--- config.mk ---
export PLATFORM = sky130hd
export DESIGN_NAME = ethernet_fmc_clk_rst_ctrl
export DESIGN_NICKNAME = d
export VERILOG_FILES = /design/src/rtl/ethernet_fmc_clk_rst_ctrl.sv
export SDC_FILE = /design/constraint.sdc
export NUM_CORES = 1
export LEC_CHECK = 0
export CORE_MARGIN = 2
export CORE_UTILIZATION = 49
export CTS_CLUSTER_DIAMETER = 30
export CTS_CLUSTER_SIZE = 28
export DETAILED_ROUTE_END_ITERATION = 10
export GPL_TIMING_DRIVEN = 0
export PLACE_DENSITY = 0.74
export SYNTH_ARGS = -nofsm -noshare
export SYNTH_HDL_FRONTEND = slang
export SYNTH_SLANG_ARGS = --single-unit
--- constraint.sdc ---
create_clock -name clk -period 1.8 [get_ports clk]
set_input_delay 0.36 -clock clk [delete_from_list [all_inputs] [get_ports clk]]
set_output_delay 0.36 -clock clk [all_outputs]
set_load 0.02 [all_outputs]
--- src/rtl/ethernet_fmc_clk_rst_ctrl.sv ---
// Clock/reset sequencer for an Ethernet FMC MMCM: pulses the MMCM reset, waits for lock,
// requires lock to stay stable, then releases the downstream reset and counts lock events.
module ethernet_fmc_clk_rst_ctrl #(
  parameter int RST_CYCLES    = 16,
  parameter int LOCK_TIMEOUT  = 131072,
  parameter int STABLE_CYCLES = 1024,
  parameter int CNT_W         = 8
) (
  input  logic             clk,
  input  logic             reset,
  input  logic             locked_async,
  input  logic             force_restart,
  output logic             mmcm_reset,
  output logic             sys_reset,
  output logic             ready,
  output logic [CNT_W-1:0] loss_cnt,
  output logic [CNT_W-1:0] timeout_cnt
);

  localparam int MAX_RT = (RST_CYCLES > LOCK_TIMEOUT) ? RST_CYCLES : LOCK_TIMEOUT;
  localparam int MAX_C  = (MAX_RT > STABLE_CYCLES) ? MAX_RT : STABLE_CYCLES;
  localparam int CW     = $clog2(MAX_C + 1);

  localparam logic [CW-1:0]    RST_LAST  = CW'(RST_CYCLES - 1);
  localparam logic [CW-1:0]    LOCK_LAST = CW'(LOCK_TIMEOUT - 1);
  localparam logic [CW-1:0]    STAB_LAST = CW'(STABLE_CYCLES - 1);
  localparam logic [CNT_W-1:0] EVT_MAX   = '1;

  typedef enum logic [1:0] {S_RST, S_WAIT, S_STAB, S_RUN} state_t;

  state_t          state, state_nxt;
  logic            sync0, locked_s;
  logic [CW-1:0]   cnt;
  logic            loss_inc, timeout_inc;

  // Lock wins over timeout in WAIT; force_restart overrides every transition.
  always_comb begin
    state_nxt   = state;
    loss_inc    = 1'b0;
    timeout_inc = 1'b0;
    if (force_restart) begin
      state_nxt = S_RST;
    end else begin
      case (state)
        S_RST:  if (cnt == RST_LAST) state_nxt = S_WAIT;
        S_WAIT: begin
          if (locked_s) begin
            state_nxt = S_STAB;
          end else if (cnt == LOCK_LAST) begin
            state_nxt   = S_RST;
            timeout_inc = 1'b1;
          end
        end
        S_STAB: begin
          if (!locked_s)              state_nxt = S_WAIT;
          else if (cnt == STAB_LAST)  state_nxt = S_RUN;
        end
        S_RUN: begin
          if (!locked_s) begin
            state_nxt = S_RST;
            loss_inc  = 1'b1;
          end
        end
        default: state_nxt = S_RST;
      endcase
    end
  end

  // Outputs are registered from the next state so they track the state register exactly.
  always_ff @(posedge clk) begin
    if (reset) begin
      sync0       <= 1'b0;
      locked_s    <= 1'b0;
      state       <= S_RST;
      cnt         <= '0;
      mmcm_reset  <= 1'b1;
      sys_reset   <= 1'b1;
      ready       <= 1'b0;
      loss_cnt    <= '0;
      timeout_cnt <= '0;
    end else begin
      sync0    <= locked_async;
      locked_s <= sync0;
      state    <= state_nxt;
      // RUN has no timed exit, so its counter is held to avoid wrapping.
      if (force_restart || (state_nxt != state)) cnt <= '0;
      else if (state != S_RUN)                   cnt <= cnt + CW'(1);
      mmcm_reset <= (state_nxt == S_RST);
      sys_reset  <= (state_nxt != S_RUN);
      ready      <= (state_nxt == S_RUN);
      if (loss_inc && (loss_cnt != EVT_MAX))          loss_cnt    <= loss_cnt + CNT_W'(1);
      if (timeout_inc && (timeout_cnt != EVT_MAX))    timeout_cnt <= timeout_cnt + CNT_W'(1);
    end
  end

endmodule

==> key figures, run 1 <==
Run status
  – Status: complete, no violations

Routing
  – Mean routed wirelength per cell: about 14 um
  – Routed WL: 4.23 mm
  – Routed Antenna Nets: 0
  – 1st-iter DRT viols: 96
  – Drt first pass iters: 4
  – Vias/cell: 5.58
  – Via Count: ~1700
  – Drt drc: 0

Timing
  – Worst slew margin: 0.666
  – Worst Tran Pin Value: 0.496 ns
  – Tcrit/Tclk final: 0.990
  – Final Slew Violations: 0
  – Final setup viols: 0
  – Crit path time final: 1.78 ns
  – Worst Skew: 0.0108 ns
  – Final hold viol count: 0
  – Hold slack: between 0.4 and 0.5 ns
  – Achievable Freq: between 500 and 600 MHz
  – RSZ-0062 raised after global routing: yes

Die
  – I/O Pins: 23
  – # rows: 22
  – CORE AREA: approximately 0.0037 mm2
  – Initial Utilization: 0.521
  – Die area: 0.00450 mm2
  – Width of the die: 67.1 um
  – Die Span Y: 67.1 um

Finish
  – Storage cell area: 846 um2
  – Filler cells: 316
  – Share of post-route cells with drive strength above 1: 0.208
  – N_diodes: 0
  – Synthesis-to-finish area growth: 29.4%
  – Final Core Density: 0.674
  – Layout Nets: between 200 and 300
  – Area of the multi-input gates: 0.00117 mm2

Critical path
  – Crit-path leading delay family: simple AND/OR/NAND/NOR gates
  – Crit-path slowest cell: dfxtp_2
  – Worst Path Required: roughly 2.0 ns
  – FF-to-FF Start: cnt[7]
  – CP Data Arrival Time: 1.98 ns
  – Reg2reg end: timeout_cnt[4]
  – Critical path's most frequent cell: buf_6
  – Worst Path Max Fanout: 7
  – R2R Setup Slk: 0.02 ns
  – Worst-path cell chain: and4_4 -> and3_4 -> buf_6 -> and4_1 -> buf_6 -> nand4_1 -> mux2_4
  – Slowest stage delay, CP: 0.36 ns
  – Crit. End Element: flop
  – Worst Setup Path Type: flop to flop
  – Crit path launch type: flop
  – Buffers and inverters on the worst path: 2
  – FF-to-FF path depth: 7
  – Critical Path Start: cnt[7]

Place
  – Routability congestion estimate: 0.788
  – Port bufs: 21
  – Detailed Place HPWL: 2.77 mm

Power and ir drop
  – P per Cell Area: 646 mW/mm2
  – Internal: 1.27 mW
  – VDD IR-drop max: between 0.0003 and 0.0004 V
  – Net Switching: 0.357 mW
  – P_leak: approximately 0.84 nW
  – Seq pwr share: 0.558
  – Switching share of power: 0.219
  – Clk pwr share: 0.408
  – Power share of the combinational group: 0.034

Synthesis
  – Yosys cell types: 37
  – Most frequent cell after synthesis: dfxtp_1
  – Post-synth top flop: dfxtp_1
  – Cells after Synth: 223
  – Area of the mapped netlist: slightly below 0.002 mm2
  – #FFs+latches synth: 41
  – Synth top cells by count: 41 x dfxtp_1, 25 x nor2_1, 21 x a21oi_1
  – Asr flop ratio synth: 0
  – Synth top area share: 0.421
  – Syn. warnings: 0
  – Avg Inst Size Synth: between 8 and 9 um2
  – Seq/Total Area, Yosys: 0.421
  – Area leader, netlist: dfxtp_1
  – Number of synthesized flops with an enable pin: 0
  – Area contributors post-synth: dfxtp_1 42%, xnor2_1 7.6%, a21oi_1 5.4%
  – Syn Nets: 230

Clocking
  – CTS tree: built
  – Root Buffer: clkbuf_8
  – CTS buffer count: 5
  – Longest Clk Path Bufs: 2
  – CTS Sinks: just over 40
  – Hold-fix buffers, CTS: 0
  – Worst skew pair latency: roughly 0.3 ns
  – Reg clk slew, reported paths: 0.08 ns
  – H-tree Lvls: 2

Global route
  – Vias in the first global route: 1492
  – Largest net degree at the start of global routing: 13
  – Grt total ovfl: 0
  – Initial antenna violation count: 0
  – GRT Resource Usage Total: 0.196
  – First-pass GRT wire length: 6.68 mm

Hold path
  – Hold path cells: 1
  – Hold WC Path Type: flop to flop
  – HP Start: sync0
  – Endpoint, Worst Hold: locked_s

Run
  – Max Cap Viol: 0
## what timing repair did
| item | in CTS | in global routing |
|---|---|---|
| gates resized for setup | 19 | 23 |
| setup endpoints to repair | 30 | 25 |
| buffers inserted | 3 | 6 |
| hold endpoints to repair | 0 | 0 |
| pin swaps | 2 | 5 |
## cells in the final DEF (no fill, tap or decap), types with 2 or more instances in the layout
cell type	instances
a211oi_1	3
a21oi_1	19
a21oi_2	3
a41oi_1	2
and2_1	3
and3_1	2
and3_4	2
and4_1	3
buf_4	9
buf_6	4
clkbuf_1	3
clkbuf_8	7
clkdlybuf4s50_1	20
dfxtp_1	31
dfxtp_2	5
dfxtp_4	5
ha_4	2
inv_1	3
mux2_4	3
mux2i_1	3
nand2_1	10
nand3_1	15
nand4_1	10
nor2_1	24
nor2b_1	7
nor3_1	8
nor4_1	7
o21ai_2	2
xnor2_1	17
xor2_1	8
## how the worst max path moves through the flow
stage	slack [ns]	cells past startpoint	endpoint
after floorplan	0.02	7	cnt[10]
after global placement	-0.75	7	cnt[3]
after detailed placement	-0.73	7	cnt[7]
after CTS	0.005	7	timeout_cnt[4]
after global routing	-0.05	7	cnt[5]
final	0.02	7	timeout_cnt[4]
## power groups by stage
stage                     Combinational, mW  Clock [mW]  Sequential, mW
after floorplan                      0.0314           0           0.934
after global placement               0.0459           0           0.935
after detailed placement             0.0469           0           0.935
after CTS                            0.0519       0.670           0.914
after global routing                 0.0607       0.718           0.911
final                                0.0556       0.667           0.910
## routing by layer
| layer | vias up | wire length, um | GRT usage |
|---|---|---|---|
| li1 | 866 | - | - |
| met4 | 0 | 52 | 0.0689 |
| met5 | - | 0 | 0 |
| met3 | 7 | 151 | 0.0405 |
| met1 | 810 | 1970 | 0.259 |
| met2 | 29 | 2060 | 0.316 |
## cell type report
class                      count  share of cell area
clock inverter                 1             0.00198
tap                           48              0.0238
sequential                    41               0.335
multi-input combinational    169               0.463
buffer                         8              0.0228
timing repair buffer          30               0.111
clock buffer                   7              0.0382
inverter                       3             0.00446
## registers in the layout, summed over array words and instances (netlist names)
| name | count |
|---|---|
| mmcm_reset | 1 |
| timeout_cnt | 8 |
| ready | 1 |
| state | 2 |
| loss_cnt | 8 |
| cnt | 18 |
| sys_reset | 1 |
| sync0 | 1 |
| locked_s | 1 |
## kinds of logic after synthesis
| kind of cell | Yosys count | share of synthesized area |
|---|---|---|
| buf+inv | 13 | 0.0333 |
| compound gates | 32 | 0.0969 |
| flops | 41 | 0.421 |
| simple gates | 103 | 0.285 |
| xor+xnor | 25 | 0.112 |
| mux | 6 | 0.0327 |
| fa+ha+maj | 3 | 0.0192 |
## metrics by stage
| stage | total power [mW] | setup WS, ns | TNS [ns] | area (um2) | instances |
|---|---|---|---|---|---|
| floorplan | 0.965 | 0.0239 | 0 | 1960 | 223 |
| global route | 1.69 | -0.0528 | -0.390 | 2520 | 307 |
| finish | 1.63 | 0.0175 | 0 | 2520 | 307 |
| global placement | 0.981 | -0.746 | -16.89 | 2230 | 292 |
| detailed placement | 0.982 | -0.730 | -17.24 | 2230 | 292 |
| CTS | 1.64 | 0.00467 | 0 | 2410 | 302 |
Power figures use the tool's default switching activity.
==> inputs of run 2 (changes only) <==
--- a/config.mk
+++ b/config.mk
@@ -5,7 +5,7 @@
 export SDC_FILE = /design/constraint.sdc
 export NUM_CORES = 1
 export LEC_CHECK = 0
-export CORE_MARGIN = 2
+export CORE_MARGIN = 10
 export CORE_UTILIZATION = 49
 export CTS_CLUSTER_DIAMETER = 30
 export CTS_CLUSTER_SIZE = 28
==> run 2 against run 1 <==
- total power is 3.5% lower
- count of clock-buffer cells in the layout is 1 lower
- die area is 53% higher
- non-clock buffer count is 1 higher
- first-iteration DRC count is 7.3% higher
- clock power is 9.0% lower
- utilization is 0.33 points lower
- sequential share of layout area is 0.17 points higher
- critical path depth stayed put
- critical endpoint is now timeout_cnt[5]
==> key figures, run 2 (synthesis results as in run 1) <==
Run status
  – Status: complete, no violations (unchanged)

Routing
  – 1st-iter DRT viols: 103 (was 96)
  – Drt first pass iters: 4 (unchanged)
  – Drt drc: 0 (unchanged)
  – Routed WL: 4.58 mm (was 4.23 mm)
  – Routed Antenna Nets: 0 (unchanged)
  – Mean routed wirelength per cell: 14.9 um (was 13.8 um)
  – Vias/cell: 5.65 (was 5.58)
  – Via Count: 1740 (was 1712)

Timing
  – RSZ-0062 raised after global routing: yes (unchanged)
  – Achievable Freq: 559 MHz (was 561 MHz)
  – Worst slew margin: 0.701 (was 0.666)
  – Setup ws final: 0.0101 ns (was 0.0175 ns)
  – Final hold viol count: 0 (unchanged)
  – Worst Skew: 0.0149 ns (was 0.0108 ns)
  – Worst Tran Pin Value: 0.449 ns (was 0.496 ns)
  – Final setup viols: 0 (unchanged)
  – Final Slew Violations: 0 (unchanged)
  – Crit path time final: 1.79 ns (was 1.78 ns)
  – Tcrit/Tclk final: 0.994 (was 0.990)

Global route
  – Initial antenna violation count: 0 (unchanged)
  – Grt total ovfl: 0 (unchanged)
  – First-pass GRT wire length: 7.17 mm (was 6.68 mm)
  – GRT Resource Usage Total: 0.122 (was 0.196)
  – Largest net degree at the start of global routing: 14 (was 13)
  – Vias in the first global route: 1554 (was 1492)

Power and ir drop
  – Net Switching: 0.371 mW (was 0.357 mW)
  – VDD IR-drop max: 0.000345 V (was 0.000391 V)
  – Seq pwr share: 0.577 (was 0.558)
  – P per Cell Area: 627 mW/mm2 (was 646 mW/mm2)
  – P_leak: 0.845 nW (was 0.836 nW)
  – Clk pwr share: 0.385 (was 0.408)
  – Internal: 1.20 mW (was 1.27 mW)
  – Switching share of power: 0.236 (was 0.219)
  – Power share of the combinational group: 0.037 (was 0.034)

Die
  – Initial Utilization: 0.521 (unchanged)
  – CORE AREA: 0.00374 mm2 (unchanged)
  – Width of the die: 83.1 um (was 67.1 um)
  – Die Span Y: 83.1 um (was 67.1 um)
  – I/O Pins: 23 (unchanged)
  – Die area: 0.00690 mm2 (was 0.00450 mm2)
  – # rows: 22 (unchanged)

Place
  – Detailed Place HPWL: 2.99 mm (was 2.77 mm)
  – Port bufs: 21 (unchanged)
  – Pre-CTS WS: -0.751 ns (was -0.730 ns)
  – Routability congestion estimate: 0.769 (was 0.788)

Clocking
  – Root Buffer: clkbuf_8 (unchanged)
  – Worst skew pair latency: 0.31 ns (was 0.30 ns)
  – CTS Sinks: 41 (unchanged)
  – Reg clk slew, reported paths: 0.08 ns (about the same)
  – CTS buffer count: 5 (unchanged)
  – Longest Clk Path Bufs: 2 (unchanged)
  – H-tree Lvls: 2 (unchanged)
  – Hold-fix buffers, CTS: 0 (unchanged)
  – CTS tree: built (unchanged)

Finish
  – Layout Nets: 266 (was 265)
  – Commonest cells after routing, fill and taps aside: 31 x dfxtp_1, 24 x nor2_1, 20 x a21oi_1 (was 31 x dfxtp_1, 24 x nor2_1, 20 x clkdlybuf4s50_1)
  – Max reg flops: 18 (unchanged)
  – Most common cell after layout, fill and taps aside: dfxtp_1 (unchanged)
  – Synthesis-to-finish area growth: 28.8% (was 29.4%)
  – Share of post-route cells with drive strength above 1: 0.196 (was 0.208)
  – Largest regs: cnt: 18 flops, loss_cnt: 8 flops, timeout_cnt: 8 flops (unchanged)
  – N_diodes: 0 (unchanged)
  – Final Core Density: 0.671 (was 0.674)
  – Largest reg by FF count: cnt (unchanged)

Critical path
  – Worst Path Required: 1.99 ns (was 2.00 ns)
  – Worst Setup Path Type: flop to flop (unchanged)
  – CP Data Arrival Time: 1.98 ns (about the same)
  – Crit path launch type: flop (unchanged)
  – Crit. End Element: flop (unchanged)
  – Worst Path Max Fanout: 7 (unchanged)

Run
  – Max Cap Viol: 0 (unchanged)

Hold path
  – Hold WC Path Type: flop to flop (unchanged)
-- run 2: cell types whose count changed in the layout (fill, tap and decap cells not counted), sizes merged --
cell,delta
buf,+1
dlymetal6s2s,+1
clkinvlp,+2
clkdlybuf4s50,-1
clkinv,-1
clkbuf,-1
-- run 2: power by group through the flow --
stage	Sequential (mW)	Clock (mW)	Combinational (mW)
4_1_cts	0.912	0.618	0.0552
6_report	0.909	0.607	0.0590
5_1_grt	0.909	0.656	0.0651
2_1_floorplan	0.934	0	0.0314
3_5_place_dp	0.935	0	0.0466
3_3_place_gp	0.935	0	0.0457
-- run 2: cell type report --
| cell class | count | area [um2] |
|---|---|---|
| Sequential cell | 41 | 846 |
| Tap cell | 48 | 60.1 |
| Fill cell | 307 | 1230 |
| Timing Repair Buffer | 31 | 287 |
| Inverter | 3 | 11.3 |
| Clock inverter | 2 | 15.0 |
| Clock buffer | 6 | 72.6 |
| Buffer | 8 | 61.3 |
| Multi-Input combinational cell | 169 | 1160 |
-- run 2: per-layer routing --
| layer | GRT usage | share of wire |
|---|---|---|
| met4 | 0.0492 | 0.011 |
| met1 | 0.150 | 0.45 |
| met2 | 0.188 | 0.49 |
| met5 | 0 | 0 |
| met3 | 0.0439 | 0.043 |
-- run 2: through the flow --
step                      instance area, um2  hold WS (ns)  total power [mW]  cells  setup TNS, ns
final                                   2510         0.439              1.57    308              0
after global routing                    2510         0.465              1.63    308         -0.231
after CTS                               2400         0.441              1.59    305              0
after detailed placement                2230         0.422             0.981    292         -17.47
after global placement                  2230         0.429             0.980    292         -16.46
after floorplan                         1960         0.414             0.965    223              0
-- run 2: critical path: stages (launching register included) --
cell	delay (ns)
dfxtp_4	0.37
and4_4	0.25
and3_4	0.19
buf_6	0.12
and4_1	0.19
buf_6	0.11
nand4_1	0.13
mux2_4	0.32
-- run 2: what timing repair did --
| item | 4_1_cts | 5_1_grt |
|---|---|---|
| buffers inserted | 6 | 4 |
| setup endpoints to repair | 29 | 30 |
| gates cloned | 0 | 0 |
| resized for setup | 16 | 21 |
| pin swaps | 3 | 7 |
| hold endpoints to repair | 0 | 0 |
-- run 2: final timing paths --
check	startpoint	to	slack, ns	cells past startpoint
setup / recovery	cnt[7]	timeout_cnt[5]	0.01	7
hold / removal	sync0	locked_s	0.44	1
hold reg to reg	sync0	locked_s	0.44	1
setup reg to reg	cnt[7]	timeout_cnt[5]	0.01	7
==> inputs of run 3 (changes only) <==
--- a/config.mk
+++ b/config.mk
@@ -5,13 +5,14 @@
 export SDC_FILE = /design/constraint.sdc
 export NUM_CORES = 1
 export LEC_CHECK = 0
+export CAP_MARGIN = 25
 export CORE_MARGIN = 10
-export CORE_UTILIZATION = 49
+export CORE_UTILIZATION = 54
 export CTS_CLUSTER_DIAMETER = 30
 export CTS_CLUSTER_SIZE = 28
 export DETAILED_ROUTE_END_ITERATION = 10
 export GPL_TIMING_DRIVEN = 0
-export PLACE_DENSITY = 0.74
+export PLACE_DENSITY = 0.77
 export SYNTH_ARGS = -nofsm -noshare
 export SYNTH_HDL_FRONTEND = slang
 export SYNTH_SLANG_ARGS = --single-unit
==> constraint.sdc (replaced) <==
create_clock -name clk -period 2.05 [get_ports clk]
set_input_delay 0.41 -clock clk [delete_from_list [all_inputs] [get_ports clk]]
set_output_delay 0.41 -clock clk [all_outputs]
set_load 0.02 [all_outputs]
==> run 3 against run 2 <==
- register-to-register slack improved by 0.14 ns
- sequential power shrank 12%
- combinational power fell by 23%
- maximum frequency is 6.0% lower
- total power is 22% lower
- first-iteration DRC count down 34%
- critical path type unchanged
- critical endpoint is now cnt[1]
- largest power group unchanged
==> key figures, run 3 (synthesis results as in run 1) <==
Critical path
  – Reg2reg end: cnt[1] (was timeout_cnt[5])
  – Buffers and inverters on the worst path: 1 (was 2)
  – Crit path launch type: flop (unchanged)
  – CP Data Arrival Time: 2.18 ns (was 1.98 ns)
  – Crit. End Element: flop (unchanged)
  – Worst Setup Path Type: flop to flop (unchanged)
  – FF-to-FF Start: cnt[0] (was cnt[7])
  – Worst-path cell chain: ha_1 -> and4b_1 -> and3_1 -> a211oi_1 -> o21ai_2 -> buf_6 -> a21oi_1 (was and4_4 -> and3_4 -> buf_6 -> and4_1 -> buf_6 -> nand4_1 -> mux2_4)
  – Worst Path Required: 2.33 ns (was 1.99 ns)
  – Crit-path slowest cell: a211oi_1 (was dfxtp_4)
  – FF-to-FF path depth: 7 (unchanged)
  – Crit-path leading delay family: compound AO/OA/AOI/OAI gates (was simple AND/OR/NAND/NOR gates)
  – Critical Path Start: cnt[0] (was cnt[7])
  – Slowest stage delay, CP: 0.39 ns (was 0.37 ns)
  – Worst Path Max Fanout: 10 (was 7)
  – R2R Setup Slk: 0.15 ns (was 0.01 ns)

Clocking
  – Root Buffer: clkbuf_4 (was clkbuf_8)
  – H-tree Lvls: 2 (unchanged)
  – Worst skew pair latency: 0.35 ns (was 0.31 ns)
  – CTS Sinks: 41 (unchanged)
  – CTS buffer count: 5 (unchanged)
  – Reg clk slew, reported paths: 0.12 ns (was 0.08 ns)
  – CTS tree: built (unchanged)
  – Longest Clk Path Bufs: 2 (unchanged)

Hold path
  – Hold path cells: 1 (unchanged)
  – HP Start: sync0 (unchanged)
  – Endpoint, Worst Hold: locked_s (unchanged)
  – Hold WC Path Type: flop to flop (unchanged)

Timing
  – Achievable Freq: 525 MHz (was 559 MHz)
  – Final setup viols: 0 (unchanged)
  – Post-Route Setup TNS: 0 ns (unchanged)
  – RSZ-0062 raised after global routing: no (was yes)
  – Final Slew Violations: 0 (unchanged)
  – Worst Skew: 0.00769 ns (was 0.0149 ns)
  – Final hold viol count: 0 (unchanged)
  – Worst Tran Pin Value: 0.610 ns (was 0.449 ns)
  – Tcrit/Tclk final: 0.929 (was 0.994)
  – Crit path time final: 1.90 ns (was 1.79 ns)
  – Worst slew margin: 0.590 (was 0.701)

Routing
  – Mean routed wirelength per cell: 13.2 um (was 14.9 um)
  – Routed WL: 3.95 mm (was 4.58 mm)
  – Routed Antenna Nets: 0 (unchanged)
  – Via Count: 1640 (was 1740)
  – Vias/cell: 5.48 (was 5.65)
  – 1st-iter DRT viols: 68 (was 103)
  – Drt first pass iters: 4 (unchanged)
  – Drt drc: 0 (unchanged)

Place
  – DP Cell Count: 290 (was 292)
  – Routability congestion estimate: 0.794 (was 0.769)
  – Port bufs: 21 (unchanged)
  – Detailed Place HPWL: 2.81 mm (was 2.99 mm)
  – Cell Area, Placed: 0.00222 mm2 (was 0.00223 mm2)

Finish
  – N_diodes: 0 (unchanged)
  – Share of post-route cells with drive strength above 1: 0.0870 (was 0.196)
  – Fin cells: 299 (was 308)
  – Layout Nets: 259 (was 266)
  – Max reg flops: 18 (unchanged)
  – Most common cell after layout, fill and taps aside: dfxtp_1 (unchanged)
  – Largest regs: cnt: 18 flops, loss_cnt: 8 flops, timeout_cnt: 8 flops (unchanged)
  – Post-route cell area: 0.00230 mm2 (was 0.00251 mm2)
  – Filler cells: 303 (was 307)
  – Commonest cells after routing, fill and taps aside: 39 x dfxtp_1, 25 x nor2_1, 21 x a21oi_1 (was 31 x dfxtp_1, 24 x nor2_1, 20 x a21oi_1)
  – Final Core Density: 0.674 (was 0.671)
  – Synthesis-to-finish area growth: 18.0% (was 28.8%)
  – Largest reg by FF count: cnt (unchanged)

Global route
  – Met1 Resource Use GR: 0.165 (was 0.150)
  – Largest net degree at the start of global routing: 12 (was 14)
  – Vias in the first global route: 1574 (was 1554)
  – Met3 Use GR: 0.0457 (was 0.0439)
  – Initial antenna violation count: 0 (unchanged)
  – First-pass GRT wire length: 7.01 mm (was 7.17 mm)
  – GRT met2 Usage: 0.205 (was 0.188)
  – Grt total ovfl: 0 (unchanged)
  – GRT Resource Usage Total: 0.131 (was 0.122)
  – GR peak layer: met2 (unchanged)

Run status
  – Status: complete, no violations (unchanged)

Die
  – Initial Utilization: 0.571 (was 0.521)
  – CORE AREA: 0.00342 mm2 (was 0.00374 mm2)
  – Width of the die: 80.1 um (was 83.1 um)
  – I/O Pins: 23 (unchanged)
  – Die Span Y: 80.1 um (was 83.1 um)
  – Die area: 0.00642 mm2 (was 0.00690 mm2)
  – # rows: 21 (was 22)

Power and ir drop
  – Total Power: 1.23 mW (was 1.57 mW)
  – VDD IR-drop max: 0.000554 V (was 0.000345 V)
  – P per Cell Area: 535 mW/mm2 (was 627 mW/mm2)
  – P_leak: 0.761 nW (was 0.845 nW)

Run
  – Max Cap Viol: 0 (unchanged)
==> run 3: cell type report <==
cell class / count / area (um2) / area share
multi-input combinational: 169 / 1080 / 0.471
tap: 46 / 57.6 / 0.0250
buffer: 9 / 50.0 / 0.0217
clock buffer: 8 / 48.8 / 0.0212
timing repair buffer: 23 / 228 / 0.0989
inverter: 3 / 11.3 / 0.00489
sequential: 41 / 823 / 0.358
==> run 3: repair_timing <==
item	4_1_cts	5_1_grt
pin swaps	1	0
cloned	0	0
setup buffers	2	0
endpoints found under the setup margin	17	18
hold buffers	0	0
resized for setup	1	6
==> run 3: through the flow <==
step | worst slack (ns) | hold WS (ns)
3_5_place_dp | -0.519 | 0.425
2_1_floorplan | 0.161 | 0.414
6_report | 0.146 | 0.445
4_1_cts | 0.0489 | 0.452
5_1_grt | 0.0137 | 0.457
3_3_place_gp | -0.551 | 0.429
==> run 3: where the power goes <==
group	switching, mW	internal (mW)
Clock	0.246	0.137
Sequential	0.00274	0.800
Combinational	0.0268	0.0184
==> run 3: worst max-delay path by stage <==
stage | to | slack (ns) | depth (start not counted)
after floorplan | timeout_cnt[3] | 0.16 | 7
after global placement | cnt[3] | -0.55 | 7
after detailed placement | cnt[10] | -0.52 | 7
final | cnt[1] | 0.15 | 7
after CTS | cnt[7] | 0.05 | 7
after global routing | cnt[1] | 0.01 | 7
==> run 3: per-layer routing <==
layer,vias to the layer above,share of wire
li1,857,-
met1,759,0.47
met2,19,0.47
met3,5,0.047
met4,0,0.011
met5,-,0
